$ cat src/rtl/sound_sequencer.sv
// rtl/sound_sequencer.sv - multi-clip sample-ROM address sequencer with priority, loop, pause and stop
module sound_sequencer #(
    parameter int N         = 16,
    parameter int NCH       = 4,
    parameter int RETRIGGER = 0,
    localparam int CW       = (NCH > 1) ? $clog2(NCH) : 1
) (
    input  logic               Sound_clk,
    input  logic               Reset,
    input  logic [NCH-1:0]     Play,
    input  logic               Loop,
    input  logic               Stop,
    input  logic               Pause,
    input  logic [NCH*N-1:0]   Base,
    input  logic [NCH*N-1:0]   Length,
    output logic               Playing,
    output logic               Paused,
    output logic               Done,
    output logic               Done_pulse,
    output logic [CW-1:0]      Clip,
    output logic [N-1:0]       Addr
);

    localparam logic [1:0] S_IDLE   = 2'd0;
    localparam logic [1:0] S_PLAY   = 2'd1;
    localparam logic [1:0] S_PAUSED = 2'd2;
    localparam logic [1:0] S_DONE   = 2'd3;

    logic [1:0]    state;
    logic [N-1:0]  offset;
    logic [N-1:0]  addr_q;
    logic [CW-1:0] clip_q;
    logic          loop_q;
    logic          done_pulse_q;

    logic          any_req;
    logic [CW-1:0] win_idx;
    logic [N-1:0]  win_base;
    logic [N-1:0]  win_len;
    logic [N-1:0]  cur_base;
    logic [N-1:0]  cur_len;
    logic          start;

    // Scan from the top so the lowest set request index ends up winning.
    always_comb begin
        any_req = |Play;
        win_idx = '0;
        for (int k = NCH - 1; k >= 0; k--) begin
            if (Play[k]) win_idx = CW'(k);
        end
    end

    assign win_base = Base[int'(win_idx) * N +: N];
    assign win_len  = Length[int'(win_idx) * N +: N];
    assign cur_base = Base[int'(clip_q) * N +: N];
    assign cur_len  = Length[int'(clip_q) * N +: N];

    always_comb begin
        start = 1'b0;
        case (state)
            S_IDLE, S_DONE:   start = any_req;
            S_PLAY, S_PAUSED: start = any_req &&
                                      ((win_idx < clip_q) ||
                                       ((RETRIGGER != 0) && (win_idx == clip_q)));
            default:          start = 1'b0;
        endcase
    end

    always_ff @(posedge Sound_clk) begin
        if (Reset) begin
            state        <= S_IDLE;
            offset       <= '0;
            addr_q       <= '0;
            clip_q       <= '0;
            loop_q       <= 1'b0;
            done_pulse_q <= 1'b0;
        end else begin
            done_pulse_q <= 1'b0;
            if (Stop) begin
                state <= S_IDLE;
            end else if (start) begin
                clip_q <= win_idx;
                offset <= '0;
                loop_q <= Loop;
                // A zero-length clip has nothing to present, so it completes immediately.
                if (win_len == '0) begin
                    state        <= S_DONE;
                    done_pulse_q <= 1'b1;
                end else begin
                    state  <= S_PLAY;
                    addr_q <= win_base;
                end
            end else begin
                case (state)
                    S_PLAY: begin
                        if (Pause) begin
                            state <= S_PAUSED;
                        end else if (offset == cur_len - N'(1)) begin
                            if (loop_q) begin
                                offset <= '0;
                                addr_q <= cur_base;
                            end else begin
                                state        <= S_DONE;
                                done_pulse_q <= 1'b1;
                            end
                        end else begin
                            offset <= offset + N'(1);
                            addr_q <= cur_base + offset + N'(1);
                        end
                    end
                    S_PAUSED: begin
                        if (!Pause) state <= S_PLAY;
                    end
                    default: ;
                endcase
            end
        end
    end

    assign Playing    = (state == S_PLAY) || (state == S_PAUSED);
    assign Paused     = (state == S_PAUSED);
    assign Done       = (state == S_DONE);
    assign Done_pulse = done_pulse_q;
    assign Clip       = clip_q;
    assign Addr       = addr_q;

endmodule

$ cat config.mk
export PLATFORM = sky130hd
export DESIGN_NAME = sound_sequencer
export DESIGN_NICKNAME = d
export VERILOG_FILES = /design/src/rtl/sound_sequencer.sv
export SDC_FILE = /design/constraint.sdc
export NUM_CORES = 1
export LEC_CHECK = 0
export BUFFER_PORTS_ARGS = -buffer_cell sky130_fd_sc_hd__buf_2
export CELL_PAD_IN_SITES_DETAIL_PLACEMENT = 1
export CELL_PAD_IN_SITES_GLOBAL_PLACEMENT = 1
export CORE_UTILIZATION = 40
export CTS_CLUSTER_SIZE = 14
export DETAILED_ROUTE_END_ITERATION = 8
export GPL_ROUTABILITY_DRIVEN = 0
export PLACE_DENSITY = 0.87
export SETUP_SLACK_MARGIN = 0.2
export SLEW_MARGIN = 40
export SYNTH_ARGS = -nofsm -noshare
export SYNTH_HDL_FRONTEND = slang
export SYNTH_SLANG_ARGS = --single-unit
$ cat constraint.sdc
create_clock -name Sound_clk -period 12.7 [get_ports Sound_clk]
set_input_delay 0.635 -clock Sound_clk [delete_from_list [all_inputs] [get_ports Sound_clk]]
set_output_delay 0.635 -clock Sound_clk [all_outputs]
set_load 0.05 [all_outputs]
After elaboration in Yosys (flattened, before gate mapping)
Index checks and enable logic that the tools add are counted.
Cells by class
  shift operators: 4
  multiplexer cells: 29
  divide/modulo/power cells: 0
  $add $sub $neg: 4
  order comparisons: 1
  eq/ne operators: 10
  bitwise logic cells: 1
  reductions and logical operators: 14
  multiply operators: 0
Operators by type and width (number)
  64-bit by 7-bit variable part select with 16-bit output: 4
  16-bit 2-to-1 mux: 11
  16-bit by 1-bit adder with 16-bit output, second input constant: 2
  2-bit 2-to-1 mux: 10
  16-bit adder: 1
  16-bit equality test: 1
  16-bit logical NOT: 1
  16-bit by 1-bit subtractor with 16-bit output, second input constant: 1
  4-bit != test, second input constant: 2
  4-bit AND reduction: 2
  1-bit 2-to-1 mux: 6
  2-bit OR reduction: 3
  5-bit AND reduction: 1
  2-bit equality test, second input constant: 2
  2-bit one-hot mux with 2 select lines: 1
  4-bit OR reduction: 1
  3-bit by 2-bit != test with 1-bit output, second input constant: 1
  3-bit != test, second input constant: 1
  3-bit nonzero test: 1
  2-bit by 1-bit equality test with 1-bit output, second input constant: 1
  2-bit logical NOT: 1
  2-bit less-than comparator: 1
  2-bit by 1-bit != test with 1-bit output, second input constant: 1
  2-bit != test, second input constant: 1
  6 further kinds: 6
Storage, ports and cells
  register bits after elaboration: 38
  RAM bits: 0
  memories: 0
  bits in read-only memories: 0
  bits in latches: 0

Depth between registers and ports, before layout
  depth after elaboration: 9
  depth in mapped cells: 20

Worst setup path before layout
No wires, ideal clock.
  kind: flip-flop to flip-flop
  start: reg clip_q[0], in the netlist Clip[0]
  end: reg addr_q[10], in the netlist Addr[10]
  stages on the path, launching flop included: 17
  arrival: 4.544 ns
  path slack: 8.055 ns
  library setup time: 0.101 ns
  path buffers: 4
  data required time: 12.599 ns
  cells stage by stage: dfxtp_1 -> buf_6 -> buf_6 -> buf_1 -> clkbuf_1 -> mux4_2 -> ha_1 -> a21o_1 -> a21o_1 -> a21oi_1 -> o21ai_0 -> a21oi_1 -> o21bai_1 -> a21oi_1 -> xor2_1 -> o211a_1 -> o41ai_1
On the way
  word-level cells in the longest chain between the ends: 7
Ends and longest elaborated chain
  start: declaration: RTL line 32  | logic [CW-1:0] clip_q;
  start signal: assignment: RTL line 82  | clip_q <= win_idx;
  64-bit by 7-bit variable part select with 16-bit output (on tied branches): RTL line 55, 56
  16-bit adder / 16-bit by 1-bit subtractor with 16-bit output (equally long branches): RTL line 108, 98
  16-bit by 1-bit adder with 16-bit output / 16-bit equality test (equally long branches): RTL line 108, 98
  16-bit 2-to-1 mux: RTL line 98  | end else if (offset == cur_len - N'(1)) begin
  16-bit 2-to-1 mux: RTL line 96  | if (Pause) begin
  16-bit 2-to-1 mux: RTL line 94  | case (state)
  16-bit 2-to-1 mux: RTL line 81  | end else if (start) begin
  end signal: assignment: RTL line 91  | addr_q <= win_base;
  end signal: assignment: RTL line 101  | addr_q <= cur_base;
  end signal: assignment: RTL line 108  | addr_q <= cur_base + offset + N'(1);
  end: declaration: RTL line 31  | logic [N-1:0] addr_q;
Several ways; a longest one is shown, not always the timed one. The select of a mux whose other input is x is not followed.
A chain may end at the register's enable or synchronous reset.

Worst setup path after layout
  start: reg clip_q[0], in the netlist Clip[0]
  end: reg addr_q[7], in the netlist Addr[7]
The elaborated chain is that of the path after synthesis.

==> impl_metrics.tcl <==
set metrics [dict create \
    cp_top_family "simple AND/OR/NAND/NOR gates" \
    synth_top_cell_by_area "dfxtp_1" \
    clock_latency_ps 290 \
    peak_per_stage_delay_on_the_critical_path_ps 700 \
    net_count_of_the_finished_layout 902 \
    min-delay-path-class "register to register" \
    comb_power_share_pct 44.3 \
    whs_path_depth 2 \
    synth.avg_cell_area_sq_um 7.75 \
    post_synthesis_sequential_area_ratio_pct 16.2 \
    initial_core_util_pct 41.1 \
    drtPass1Iterations 4 \
    synth_enable_flop_cells 0 \
    grt_overflow_total 0 \
    dieHeight_um 111 \
    yosys_register_bits 38 \
    outcome "completed" \
    ant_nets 0 \
    grt_antenna_before_repair 0 \
    synth_cell_types 63 \
    cp_data_required_time_ps 12880 \
    reg2reg_depth 13 \
    dieArea_sq_um 12200 \
    clock_sink_count 38 \
    final.hold.worst_slack_ps 466 \
    seq_power_share_pct 28.4 \
    postSynthCellCount 608 \
    detailedPlacementHpwl_um 14600 \
    yosys_warnings 0 \
    deepest_level_of_the_cts_h_tree 2 \
    netSwitchingPower_uw 188 \
    cts_setup_buffers 0 \
    totalWireLength_um 18100 \
    dp_worst_setup_slack_ps 7330 \
    cp.arrival_ps 5590 \
    min_period_ps 5410 \
    worstMarginPinSlew_ps 814 \
    path_clk_slew_ps 60 \
    synthToLayoutAreaGrowth_pct 21.2 \
    worst_path_most_repeated_cell "inv_1" \
    port-buffer-count 158 \
    cts-root-buf "clkbuf_16" \
    boundaryPins 159 \
    worstSetupPathType "register to register" \
    clock_path_buffers 2 \
    final_critical_path_setup_slack_ps 7290 \
    fin_setup_tns_ps 0 \
    synth.area.top_cells "dfxtp_1, mux4_2, nand2_1" \
    die_width_um 111 \
    maxCapViolations 0 \
    netlist_area_sq_um 4710 \
    power.switching_fraction_pct 39.8 \
    placement_rows 39 \
    power.density_nw_per_um2 82.7 \
    globalRouteTotalUtil_pct 30.2 \
    routed_wire_length_per_instance_um 20.4 \
    drive_above_1_share_pct 29.7 \
    finalCritPeriodShare_pct 42.6 \
    number_of_buffers_added_to_fix_hold_violations_after_cts 0 \
    floorplan.core_area_sq_um 11500 \
    skew_ps 11.4 \
    number_of_global_route_vias_before_repair 5901 \
    drv_slew 0 \
    crit_path_max_fanout 31 \
    achievable-frequency_ghz 0.185 \
    synth.net_count 767 \
    cts_made_buffers 5 \
    relSlewSlack_pct 45.7 \
    power.clock.fraction_pct 27.4 \
    cts_resized 0 \
    crit_path_cell_trace "mux4_2 -> inv_1 -> ha_1 -> inv_1 -> nor3_1 -> nand3_1 -> o211a_1 -> or4_1 -> or4b_4 -> o31ai_4 -> or2_2 -> a2111oi_0 -> a31o_2" \
    drt_drc_violations_left 0 \
    grt_pass1_wl_um 30000 \
    routed_via_density 6.22 \
    power.leakage_uw 0.00239 \
    grt_start_max_net_pins 36 \
    hold_viol 0 \
    place_inst 879 \
    p_int_uw 284 \
    n_antenna_cell 0 \
    synthTopCellsByCount "nand2_1, nor2_1, a21oi_1, nand3_1, dfxtp_1" \
    finalSetupViolations 0 \
    most_common_cell_in_the_synthesized_netlist "nand2_1" \
    vias 5514 \
    peakVddDrop_mv 0.0504 \
    ys_async_sr_fraction_pct 0 \
    critPathCaptureType "register" \
    layoutNonFillerInstCount 887 \
    critPathBufInv 2 \
    timing.critical_path.from_type "register" \
    cpMaxStageDelayCell "dfxtp_2" \
    synth_top_cell_area_share_pct 16.2 \
    grt_setup_unrepaired "false" \
    dr_iter_0_viols 275 \
    critical_path_depth 13 \
    cts_tree "yes" \
    yosys_most_used_dff "dfxtp_1" \
    total_power_uw 472 \
]
==> registers in the layout (all words and copies together), names as in the netlist <==
signal      count
state           2
loop_q          1
Addr           16
Done_pulse      1
offset         16
Clip            2
==> layout make-up <==
| class | instances | area [sq um] |
|---|---|---|
| Clock buffer | 7 | 143 |
| Clock inverter | 1 | 5.00 |
| Fill cell | 1462 | 5760 |
| Inverter | 24 | 90.1 |
| Multi-Input combinational cell | 510 | 3690 |
| Sequential cell | 38 | 762 |
| Tap cell | 143 | 179 |
| Timing Repair Buffer | 164 | 836 |
==> layer usage <==
layer / routed length (um) / global-route usage [%] / vias up
li1: - / - / 2522
met1: 7380 / 36.8 / 2719
met2: 8990 / 52.0 / 217
met3: 1160 / 6.15 / 56
met4: 577 / 11.8 / 0
met5: 0 / 0 / -
==> layout by cell type, fill, tap and decap left out, types with 4 or more instances in the layout <==
cell       synthesis  layout
inv_1             23      23
nor3_1            16      16
o21ai_0           18      18
nand2_1           95      95
mux2i_1           10      10
a211o_1            7       7
nand3_1           39      39
and2_1             5       5
o41ai_1            6       5
xnor2_1           33      33
a21o_1             4       4
o211a_1            4       4
nor4_1            26      26
or3_1              5       5
buf_4              3       6
nand4_1            9       9
ha_1              21      21
nor2_1            51      51
clkbuf_16          0       5
mux4_2            32      32
a21oi_1           48      48
a31oi_1            4       4
dfxtp_1           38      37
buf_2              3     158
a41oi_1            4       4
nand2b_1           6       6
xor2_1            12      12
==> cells by family after synthesis <==
logic type                 Yosys count  share of synthesized area [%]
and+or+nand+nor                    272                           27.8
AOI/OAI and AO/OA                  128                           18.2
buffers and inverters               60                           5.74
xor gates and xnor gates            45                           8.37
muxes                               43                           17.7
DFF                                 38                           16.2
adders and majority gates           22                           6.00
==> power by group through the flow <==
stage               logic [uW]  registers [uW]  clock network (uW)
global placement           196             136                   0
CTS                        207             134                 129
finish                     209             134                 129
floorplan                  120             157                   0
detailed placement         206             136                   0
global route               225             135                 136
==> worst min-delay path: stages (launching register included) <==
cell     delay (ps)
dfxtp_1         310
nand2_1          50
a21oi_1          60
==> through the flow <==
step / utilization [%] / instance area (sq um)
2_1_floorplan: - / 4710
3_3_place_gp: 48.5 / 5560
3_5_place_dp: 48.5 / 5560
4_1_cts: 49.8 / 5710
5_1_grt: 49.8 / 5710
6_report: 49.8 / 5710
==> worst paths after layout <==
check                  startpoint                   end  slack [ps]
max reg2reg  Clip[0]$_SDFFE_PP0P_  Addr[7]$_SDFFE_PP0P_        7290
min          Addr[3]$_SDFFE_PP0P_  Addr[3]$_SDFFE_PP0P_         470
min reg2reg  Addr[3]$_SDFFE_PP0P_  Addr[3]$_SDFFE_PP0P_         470
max          Clip[0]$_SDFFE_PP0P_  Addr[7]$_SDFFE_PP0P_        7290
No activity file was read; power rests on OpenSTA's default activity.
